$ cat config.mk
export PLATFORM = sky130hd
export DESIGN_NAME = trap_sequencer
export DESIGN_NICKNAME = d
export VERILOG_FILES = /design/src/rtl/trap_sequencer.sv
export SDC_FILE = /design/constraint.sdc
export NUM_CORES = 1
export LEC_CHECK = 0
export ABC_AREA = 1
export CAP_MARGIN = 20
export CORE_ASPECT_RATIO = 0.75
export CORE_UTILIZATION = 31
export DETAILED_ROUTE_END_ITERATION = 8
export PLACE_DENSITY = 0.65
export REMOVE_ABC_BUFFERS = 1
export SYNTH_ARGS = -nofsm -noshare
export SYNTH_HDL_FRONTEND = slang
export SYNTH_SLANG_ARGS = --single-unit
$ cat constraint.sdc
create_clock -name clk -period 7.4 [get_ports clk]
set_input_delay 2.22 -clock clk [delete_from_list [all_inputs] [get_ports clk]]
set_output_delay 2.22 -clock clk [all_outputs]
set_load 0.1 [all_outputs]
$ cat src/rtl/trap_sequencer.sv
// trap_sequencer: machine-mode trap entry / mret sequencer on the shared CSR write bus
// Ports: clk, rst (async, active-high); request side inst_boundary, interrupt_pending,
//   exception_pending, mret_req, trap_cause, pc_current, pc_next, trap_value, mtvec, mepc, mstatus;
//   CSR bus csr_we/csr_addr/csr_wdata; redirect pc_load/pc_target; busy, trap_taken, mret_done.
// Build option TRAP_VECTORED_EN: vectored interrupt targets when mtvec[1:0] == 2'b01.
module trap_sequencer #(
  parameter logic [31:0] RESET_VECTOR = 32'h0000_0000
) (
  input  logic        clk,
  input  logic        rst,
  input  logic        inst_boundary,
  input  logic        interrupt_pending,
  input  logic        exception_pending,
  input  logic [31:0] trap_cause,
  input  logic [31:0] pc_current,
  input  logic [31:0] pc_next,
  input  logic [31:0] trap_value,
  input  logic        mret_req,
  input  logic [31:0] mtvec,
  input  logic [31:0] mepc,
  input  logic [31:0] mstatus,
  output logic        csr_we,
  output logic [11:0] csr_addr,
  output logic [31:0] csr_wdata,
  output logic        pc_load,
  output logic [31:0] pc_target,
  output logic        busy,
  output logic        trap_taken,
  output logic        mret_done
);
  typedef enum logic [2:0] {IDLE, T_MEPC, T_MCAUSE, T_MTVAL, T_MSTATUS, T_JUMP, R_MSTATUS, R_JUMP} state_t;
  state_t state_q, state_d;
  logic [31:0] cause_q, cause_d, epc_q, epc_d, tval_q, tval_d, tgt_q, tgt_d;
  logic trap_acc, mret_acc, is_irq;
  logic [31:0] base, handler;
  logic unused;
  assign unused = &{1'b0, mepc[1:0], mtvec[1:0]};
  always_comb begin
    is_irq = trap_cause[31];
    trap_acc = state_q == IDLE && inst_boundary && (interrupt_pending || exception_pending);
    mret_acc = state_q == IDLE && inst_boundary && !trap_acc && mret_req;
    base = {mtvec[31:2], 2'b00};
`ifdef TRAP_VECTORED_EN
    handler = (is_irq && mtvec[1:0] == 2'b01) ? base + {25'b0, trap_cause[4:0], 2'b00} : base;
`else
    handler = base;
`endif
    state_d = trap_acc ? T_MEPC :
              mret_acc ? R_MSTATUS :
              state_q == T_MEPC ? T_MCAUSE :
              state_q == T_MCAUSE ? T_MTVAL :
              state_q == T_MTVAL ? T_MSTATUS :
              state_q == T_MSTATUS ? T_JUMP :
              state_q == R_MSTATUS ? R_JUMP : IDLE;
    cause_d = trap_acc ? trap_cause : cause_q;
    epc_d = trap_acc ? (is_irq ? pc_next : pc_current) : epc_q;
    tval_d = trap_acc ? (is_irq ? 32'h0 : trap_value) : tval_q;
    // the redirect address is resolved at acceptance so later mtvec/mepc changes cannot leak in
    tgt_d = trap_acc ? handler : mret_acc ? {mepc[31:2], 2'b00} : tgt_q;
  end
  always_ff @(posedge clk or posedge rst) begin
    if (rst) begin
      state_q <= IDLE;
      cause_q <= '0;
      epc_q <= '0;
      tval_q <= '0;
      tgt_q <= '0;
    end else begin
      state_q <= state_d;
      cause_q <= cause_d;
      epc_q <= epc_d;
      tval_q <= tval_d;
      tgt_q <= tgt_d;
    end
  end
  always_comb begin
    busy = state_q != IDLE;
    csr_we = state_q inside {T_MEPC, T_MCAUSE, T_MTVAL, T_MSTATUS, R_MSTATUS};
    csr_addr = state_q == T_MEPC ? 12'h341 :
               state_q == T_MCAUSE ? 12'h342 :
               state_q == T_MTVAL ? 12'h343 :
               state_q inside {T_MSTATUS, R_MSTATUS} ? 12'h300 : 12'h000;
    // trap entry: MPIE <= MIE, MIE <= 0; mret: MIE <= MPIE, MPIE <= 1; both force MPP to M-mode
    csr_wdata = state_q == T_MEPC ? epc_q :
                state_q == T_MCAUSE ? cause_q :
                state_q == T_MTVAL ? tval_q :
                state_q == T_MSTATUS ? {mstatus[31:13], 2'b11, mstatus[10:8], mstatus[3], mstatus[6:4], 1'b0, mstatus[2:0]} :
                state_q == R_MSTATUS ? {mstatus[31:13], 2'b11, mstatus[10:8], 1'b1, mstatus[6:4], mstatus[7], mstatus[2:0]} : 32'h0;
    pc_load = state_q inside {T_JUMP, R_JUMP};
    trap_taken = state_q == T_JUMP;
    mret_done = state_q == R_JUMP;
    pc_target = pc_load ? tgt_q : RESET_VECTOR;
  end
endmodule

### After elaboration in Yosys (flattened, before gate mapping)

Index checks and enable logic that the tools add are counted.
Widths: inputs -> output; s select.

* bits in registers: 131
* bits of input ports: 230
* word-level logic and storage cells: 45

* muxes and demuxes: 21
* eq/ne operators: 7
* reduce and logical (&&, ||, !) cells: 12

Operators with widths (number)
* $mux 32: 10
* $mux 10: 4
* $mux 3: 7
* $eq 3x3->1 const B: 4
* $eq 3x2->1 const B: 2
* $reduce_bool 2->1: 3
* $reduce_bool 5->1: 1
* $logic_and 1x1->1: 4
* $eq 3x1->1 const B: 1
* $logic_not 3->1: 1
* $reduce_bool 3->1: 1
* $logic_not 1->1: 1
* $logic_or 1x1->1: 1

### Longest topological paths before layout

Gate-level depths: netlist (run 1).

* depth in word-level cells: 8
* gate-level depth with buffers: 8
* mapped depth without buffers: 7

### Worst setup path after synthesis (run 1)

No wires, ideal clock.

* path kind: input -> output
* start point: input mstatus[7]
* end point: output csr_wdata[3]
* data arrival time: 3.451 ns
* cell stages on the path: 4
* slack: 1.729 ns
* cells stage by stage: o21ai_0 > o21ai_0 > o21ai_0 > o21ai_0

* cells in the longest elaborated chain, start to end: 5

Ends and longest elaborated chain
* start, declared: RTL line 21 `input logic [31:0] mstatus,`
* $mux 32: RTL line 88 `state_q == R_MSTATUS ? {mstatus[31:13], 2'b11, mstatus[10:8], 1'b1, mstatus[6:4], mstatus[7], mstatus[2:0]} : ...`
* $mux 32: RTL line 87 `state_q == T_MSTATUS ? {mstatus[31:13], 2'b11, mstatus[10:8], mstatus[3], mstatus[6:4], 1'b0, mstatus[2:0]} :`
* $mux 32: RTL line 86 `state_q == T_MTVAL ? tval_q :`
* $mux 32: RTL line 85 `state_q == T_MCAUSE ? cause_q :`
* $mux 32: RTL line 84 `csr_wdata = state_q == T_MEPC ? epc_q :`
* end, declared: RTL line 24 `output logic [31:0] csr_wdata,`

Every way passes these cells.

### Worst setup path in the final report (run 1)

* start point: register state_q[2]
* end point: output csr_wdata[11]

* cells in the longest elaborated chain, start to end: 6
* elaborated cells between the ends (all ways): 10

Ends and longest elaborated chain
* start, declared: RTL line 32 `state_t state_q, state_d;`
* start signal, assigned: RTL line 69 `state_q <= state_d;`
* $eq 3x3->1: RTL line 88
* $mux 32: RTL line 88
* $mux 32: RTL line 87
* $mux 32: RTL line 86
* $mux 32: RTL line 85
* $mux 32 (*): RTL line 84

Every way passes the cells marked *; elsewhere a longest branch is shown, timed or not.

==> results list, run 1 <==
* Status: finished clean
* CP Data Required Time: 5.18 ns
* Crit path max fanout: 20
- Total design power: 4.72 mW
* Total detailed-routing wirelength: 23,000 um
* Number of antenna cells inserted: 0
* Gpl congestion: 0.772
- DR iter-0 viols: 435
- Commonest cells after routing, fill and taps aside: sky130_fd_sc_hd__nand2_1, sky130_fd_sc_hd__clkdlybuf4s50_1, sky130_fd_sc_hd__inv_1, sky130_fd_sc_hd__dfrtp_1, sky130_fd_sc_hd__nand3_1
- Die outline width: 175 um
- Count of filler cells inserted in the layout: 2,248
- The worst path needs 6.33 ns of the cycle, external delays included.
* # IOs: 311
* Setup slack after placement: 1.40 ns
- Critical path capture point type: output port
- The count of nets left with antenna violations once routing finished came out at 0.
* Buffer cell driving the clock tree root: sky130_fd_sc_hd__clkbuf_16
- The worst setup path is launched from a register.
- Clock tree synthesis found a total of 129 sinks.
- Number of global-route vias before repair: 6,687
- Setup violations remaining at the end of the flow were counted as 0.
- Max-cap violations in this run came to 0.
* Clock buffers created by TritonCTS: 17
- Gate count after technology mapping: 979
- After legalization and detailed placement, the total HPWL measured 15,800 um.
- The number of gates resized after CTS was 0.
- Vertical die dimension: 132 um
* WL/cell: 14.9 um
- The critical path is of the register to output port type.
* Period Utilization, post-route: 85.5%
* Total via count after detailed routing: 6,985
* Class of the most critical hold timing path: register to register
- The count of pins over their slew limit came to 0.
- Wire length of the first global-routing pass: 36,800 um
- Yosys attributes the largest share of cell area to sky130_fd_sc_hd__dfrtp_1, sky130_fd_sc_hd__nand2_1, sky130_fd_sc_hd__inv_1, sky130_fd_sc_hd__nand3_1, sky130_fd_sc_hd__o2111ai_1.
* Clock tree buffer depth: 2
* Global-route usage over all layers: 20.4%
* Fraction of the yosys area taken by sequential cells: 46.3%
* GR Overflow Total: 0
- Library cells used by synthesis: 25
- Layout cell share with drive strength beyond 1: 7.88%
- Area of the mapped netlist: 0.00697 mm^2
- Total of buffers placed on input and output ports: 295
- Largest net degree at the start of global routing: 79
- Across all setup checks in the final design, the least slack found is 1.07 ns.
- Clock skew on the completed layout was measured at 0.0126 ns.
- The share of synthesized area in the top cell type comes to 46.3%.
- Hold violation count in the final report: 0
- Endpoint arrival time on the critical path: 4.11 ns
- For the worst-skew pair, the clock arrives at the later sink with an insertion delay of 0.42 ns.
- After clock tree synthesis, the clock-pin slew on the worst setup and hold paths is 0.06 ns.
- The worst pin sits at a relative slew slack of 28.8%.
- Count of nets after finishing: 1,473
* Avg Cell Area, Syn: 7.12 um^2
- TritonCTS clock tree: yes
- Maximum resistive drop on vdd: 0.303 mV
- Setup repair after global routing left no endpoint under its margin.
- Overall die area: 0.0231 mm^2
- Total DRC errors in the routed layout: 0
- Max Freq: 158 MHz
- H-Tree Level Count: 4
* Drt first pass iters: 5
* Aggregate negative setup slack: 0 ns
- Yosys warnings: 0
* Dominant cell type by area after synthesis: sky130_fd_sc_hd__dfrtp_1
- Leakage: 5.17 nW
- The initial antenna violation count is 0.
- Commonest non-fill, non-tap cell in the layout: sky130_fd_sc_hd__nand2_1
- Post-CTS setup buffer count: 0
- Cell Rows: 47
- Once the floorplan was initialized, standard cells occupied 31.6% of the core.
* Vias per cell: 4.51
- The region available for standard cell placement spans 0.0221 mm^2.
- Slew at the pin closest to its max-slew limit: 1.07 ns
* Synth Register Bits: 129
- Pwr Density: 446 mW/mm^2
* Total of hold buffers inserted after clock tree synthesis: 0
- From synthesis to final layout, the design area changed by 52.0%.
[final timing paths]
path / slack [ns] / cells past startpoint / endpoint / start
max: 1.07 / 6 / csr_wdata[11] / state_q[2]
min: 0.47 / 2 / cause_q[3] / cause_q[3]
max reg2reg: 4.56 / 5 / tval_q[6] / state_q[0]
min reg2reg: 0.47 / 2 / cause_q[3] / cause_q[3]
max in group asynchronous: 3.90 / 3 / epc_q[22] / rst
min in group asynchronous: 2.31 / 2 / tval_q[0] / rst
[per-layer routing]
metal | track usage, % | vias up | part of all wire, %
met1 | 28.2 | 3235 | 47
met4 | 4.35 | 0 | 0.71
met3 | 6.00 | 9 | 7.2
met2 | 31.6 | 218 | 45
li1 | - | 3523 | -
met5 | 0 | - | 0
[state kept, by name, summed over array words and instances, names as in the netlist]
name	count
state_q	3
cause_q	32
epc_q	32
tgt_q	30
tval_q	32
[where the power goes]
part           switching (mW)  internal, mW
Sequential              0.158          1.03
Clock                   0.311         0.513
Combinational            2.05         0.657
Total                    2.52          2.20
[layout make-up]
class / instances / area (um^2) / share of cell area (%)
timing repair buffer: 305 / 2970 / 28.0
clock inverter: 9 / 108 / 1.02
clock buffer: 23 / 468 / 4.42
sequential: 129 / 3230 / 30.5
inverter: 136 / 515 / 4.87
tap: 294 / 368 / 3.47
multi-input combinational: 654 / 2940 / 27.7
[logic make-up after synthesis]
group                  Yosys count  synth area share [%]
AO/OA/AOI/OAI                   94                  9.10
buffers and inverters          204                  12.3
flip-flops                     129                  46.3
other                            1                0.0538
AND/OR/NAND/NOR                551                  32.2
[stage by stage]
step	cells	utilization, %	instance area, um^2	hold slack, ns
final	1550	48.0	10600	0.475
after global routing	1550	48.0	10600	0.492
after CTS	1550	48.0	10600	0.480
after detailed placement	1518	45.4	10000	0.465
after global placement	1517	45.3	9990	0.461
after floorplan	919	-	6650	0.444
[critical path, stage by stage, from the launching register on]
cell,delay [ns]
sky130_fd_sc_hd__dfrtp_1,0.48
sky130_fd_sc_hd__inv_2,0.23
sky130_fd_sc_hd__nand3_1,0.60
sky130_fd_sc_hd__inv_1,0.87
sky130_fd_sc_hd__nand2_1,0.14
sky130_fd_sc_hd__o211ai_1,0.17
sky130_fd_sc_hd__clkdlybuf4s50_1,1.19
[cell usage after synthesis (all sizes together)]
library cell,count
a21oi,1
a31oi,1
buf,42
clkbuf,26
conb,1
dfrtp,129
inv,136
nand2,421
nand3,64
nand4,3
nor2,41
nor3,2
o2111ai,28
o211ai,23
o21ai,41
or2,20
No activity file was read; power rests on OpenSTA's default activity.
==> run 2: changes to the inputs <==
--- a/config.mk
+++ b/config.mk
@@ -11,2 +11,3 @@
 export CORE_UTILIZATION = 31
+export CTS_CLUSTER_DIAMETER = 80
 export DETAILED_ROUTE_END_ITERATION = 8
==> constraint.sdc (replaced) <==
create_clock -name clk -period 7.4 [get_ports clk]
set_input_delay 1.11 -clock clk [delete_from_list [all_inputs] [get_ports clk]]
set_output_delay 1.11 -clock clk [all_outputs]
set_load 0.1 [all_outputs]
==> run 2 against run 1 <==
  * Fmax increased by 20%
  * First-iteration DRC count increased by 2.5%
  * Combinational power about the same
  * Sequential share of layout area decreased by 0.24 points
  * Cell area increased by 0.80%
  * Core utilization increased by 0.39 points
  * Clock power increased by 5.5%
  * Largest power group unchanged
==> results list, run 2 (same netlist as run 1, synthesis figures left out) <==
- Status: finished clean
* Post_cts resized: 0
- Clock tree buffer depth: 2
- Detail Placement HPWL: 15,500 um
- The worst setup path is captured at an output port.
* Post-CTS setup buffer count: 0
- The number of clock buffers added by TritonCTS is 17.
* Maximum resistive drop on vdd: 0.197 mV
- In this run, the number of DRC markers left after iteration 0 of detailed routing was 446.
* Endpoints failing setup: 0
* Sequential power share: 24.7%
* Time the final worst path needs with I/O delays and setup: 5.27 ns
* Slew at the pin closest to its max-slew limit: 1.09 ns
- Adding up every negative setup slack in the final design gives 0 ns.
- The final route contains 6,997 vias.
* Hold violation count in the final report: 0
- WL/cell: 14.8 um
- Net switching power figure: 2.53 mW
- Of all nets on the critical path, the largest fanout is 20.
* Commonest cells after routing, fill and taps aside: sky130_fd_sc_hd__nand2_1, sky130_fd_sc_hd__clkdlybuf4s50_1, sky130_fd_sc_hd__inv_1, sky130_fd_sc_hd__dfrtp_1, sky130_fd_sc_hd__nand3_1
* Initial antenna violation count: 0
- Total DRC errors in the routed layout: 0
- The floorplan step defined a die boundary enclosing 0.0231 mm^2.
* Source-to-sink clock delay at the later pin of the worst-skew pair: 0.41 ns
- # IOs: 311
- In the finished design, the share of the clock period the worst path needs comes to 71.2%.
- Total of buffers placed on input and output ports: 295
- CP Data Required Time: 6.29 ns
* Top Registers: cause_q x32, epc_q x32, tval_q x32
* Die outline width: 175 um
- The worst setup path is launched from a register.
- TritonCTS built the clock tree.
- Of the cells placed in the final design, the portion with a size suffix greater than 1 is 5.43%.
* Max Freq: 190 MHz
- Largest net degree at the start of global routing: 109
* Max-capacitance violation count: 0
* Leakage: 5.11 nW
- Vias per cell: 4.52
- Wire length of the first global-routing pass: 37,000 um
- Internal power comes to 2.27 mW.
* Clock share of power: 18.1%
* Number of global-route vias before repair: 7,033
- Combinational cells account for 57.2% of the total power.
- Once the floorplan was initialized, standard cells occupied 31.6% of the core.
- Drt first pass iters: 5
- Setup Crit Path Kind: register to output port
- GR Overflow Total: 0
- Endpoint arrival time on the critical path: 4.16 ns
* Core region area: 0.0221 mm^2
- The layout has 2,163 filler cells.
- The min-delay analysis places its worst path in the category register to register.
- Number of antenna cells inserted: 0
* H-Tree Level Count: 4
- Measured against its own limit, the worst slew margin works out to 27.3%.
* Syn-to-layout area delta: 53.2%
- Total detailed-routing wirelength: 23,000 um
* Total of hold buffers inserted after clock tree synthesis: 0
- Clock sink count: 129
- For this design the ratio of total power to cell area is 449 mW/mm^2.
* Worst slack on hold paths: 0.477 ns
* Sw Share: 52.7%
- Unrepaired setup endpoints after global routing: no
* Fin Clk Skew: 0.00735 ns
- Global-route usage over all layers: 20.5%
- The floorplan has 47 rows.
- Buffer cell driving the clock tree root: sky130_fd_sc_hd__clkbuf_16
* Vertical die dimension: 132 um
- The count of pins over their slew limit came to 0.
- At the end of routability-driven placement, the weighted congestion stood at 0.788.
- Routed Antenna Nets: 0
- In the final design database the tool counted 1,470 nets.
- After clock tree synthesis, the clock-pin slew on the worst setup and hold paths is 0.06 ns.
- The library cell used most frequently in the layout, excluding fill and tap cells, is sky130_fd_sc_hd__nand2_1.
==> run 2: worst paths after layout <==
kind,slack [ns],end,cells after the start,start
max,2.13,csr_wdata[11],6,state_q[2]
min,0.48,tval_q[0],2,tval_q[0]
max reg2reg,4.42,tval_q[17],5,state_q[0]
min reg2reg,0.48,tval_q[0],2,tval_q[0]
max in group asynchronous,4.99,epc_q[31],3,rst
min in group asynchronous,1.17,tval_q[0],2,rst
==> run 2: layer usage <==
metal  part of all wire (%)  GRT usage [%]  vias up
li1                       -              -     3530
met1                     46           27.1     3233
met2                     46           33.1      219
met3                    6.9           5.82       15
met4                   0.89           5.02        0
met5                      0              0        -
==> run 2: area by class of cell <==
class / instances / area [um^2] / share of cell area (%)
flip-flops and latches: 129 / 3230 / 30.2
repair buffers: 302 / 3010 / 28.2
multi-input cells: 654 / 2940 / 27.5
inverters: 136 / 515 / 4.83
clock buffers: 21 / 460 / 4.31
well taps: 294 / 368 / 3.45
clock inverters: 11 / 155 / 1.45
==> run 2: power groups by stage <==
stage	combinational [mW]	clock [mW]	sequential, mW
2_1_floorplan	2.01	0	1.16
3_3_place_gp	2.74	0	1.19
3_5_place_dp	2.76	0	1.19
4_1_cts	2.77	0.894	1.18
5_1_grt	2.92	0.923	1.23
6_report	2.74	0.869	1.18
==> run 2: worst max-delay path, cell delays in order (launching register included) <==
cell and delay [ns]:
sky130_fd_sc_hd__dfrtp_1 0.49, sky130_fd_sc_hd__inv_2 0.24, sky130_fd_sc_hd__nand3_1 0.58, sky130_fd_sc_hd__inv_1 0.95
sky130_fd_sc_hd__nand2_1 0.14, sky130_fd_sc_hd__o211ai_1 0.14, sky130_fd_sc_hd__clkdlybuf4s50_1 1.19
==> run 2: through the flow <==
stage	std cells	worst slack, ns	util (%)	cell area [um^2]	total power, mW
finish	1547	2.13	48.4	10700	4.80
global route	1547	1.95	48.4	10700	5.07
CTS	1547	2.06	48.4	10700	4.85
detailed placement	1515	2.50	45.6	10100	3.96
global placement	1515	2.57	45.6	10100	3.92
floorplan	919	1.60	-	6650	3.16
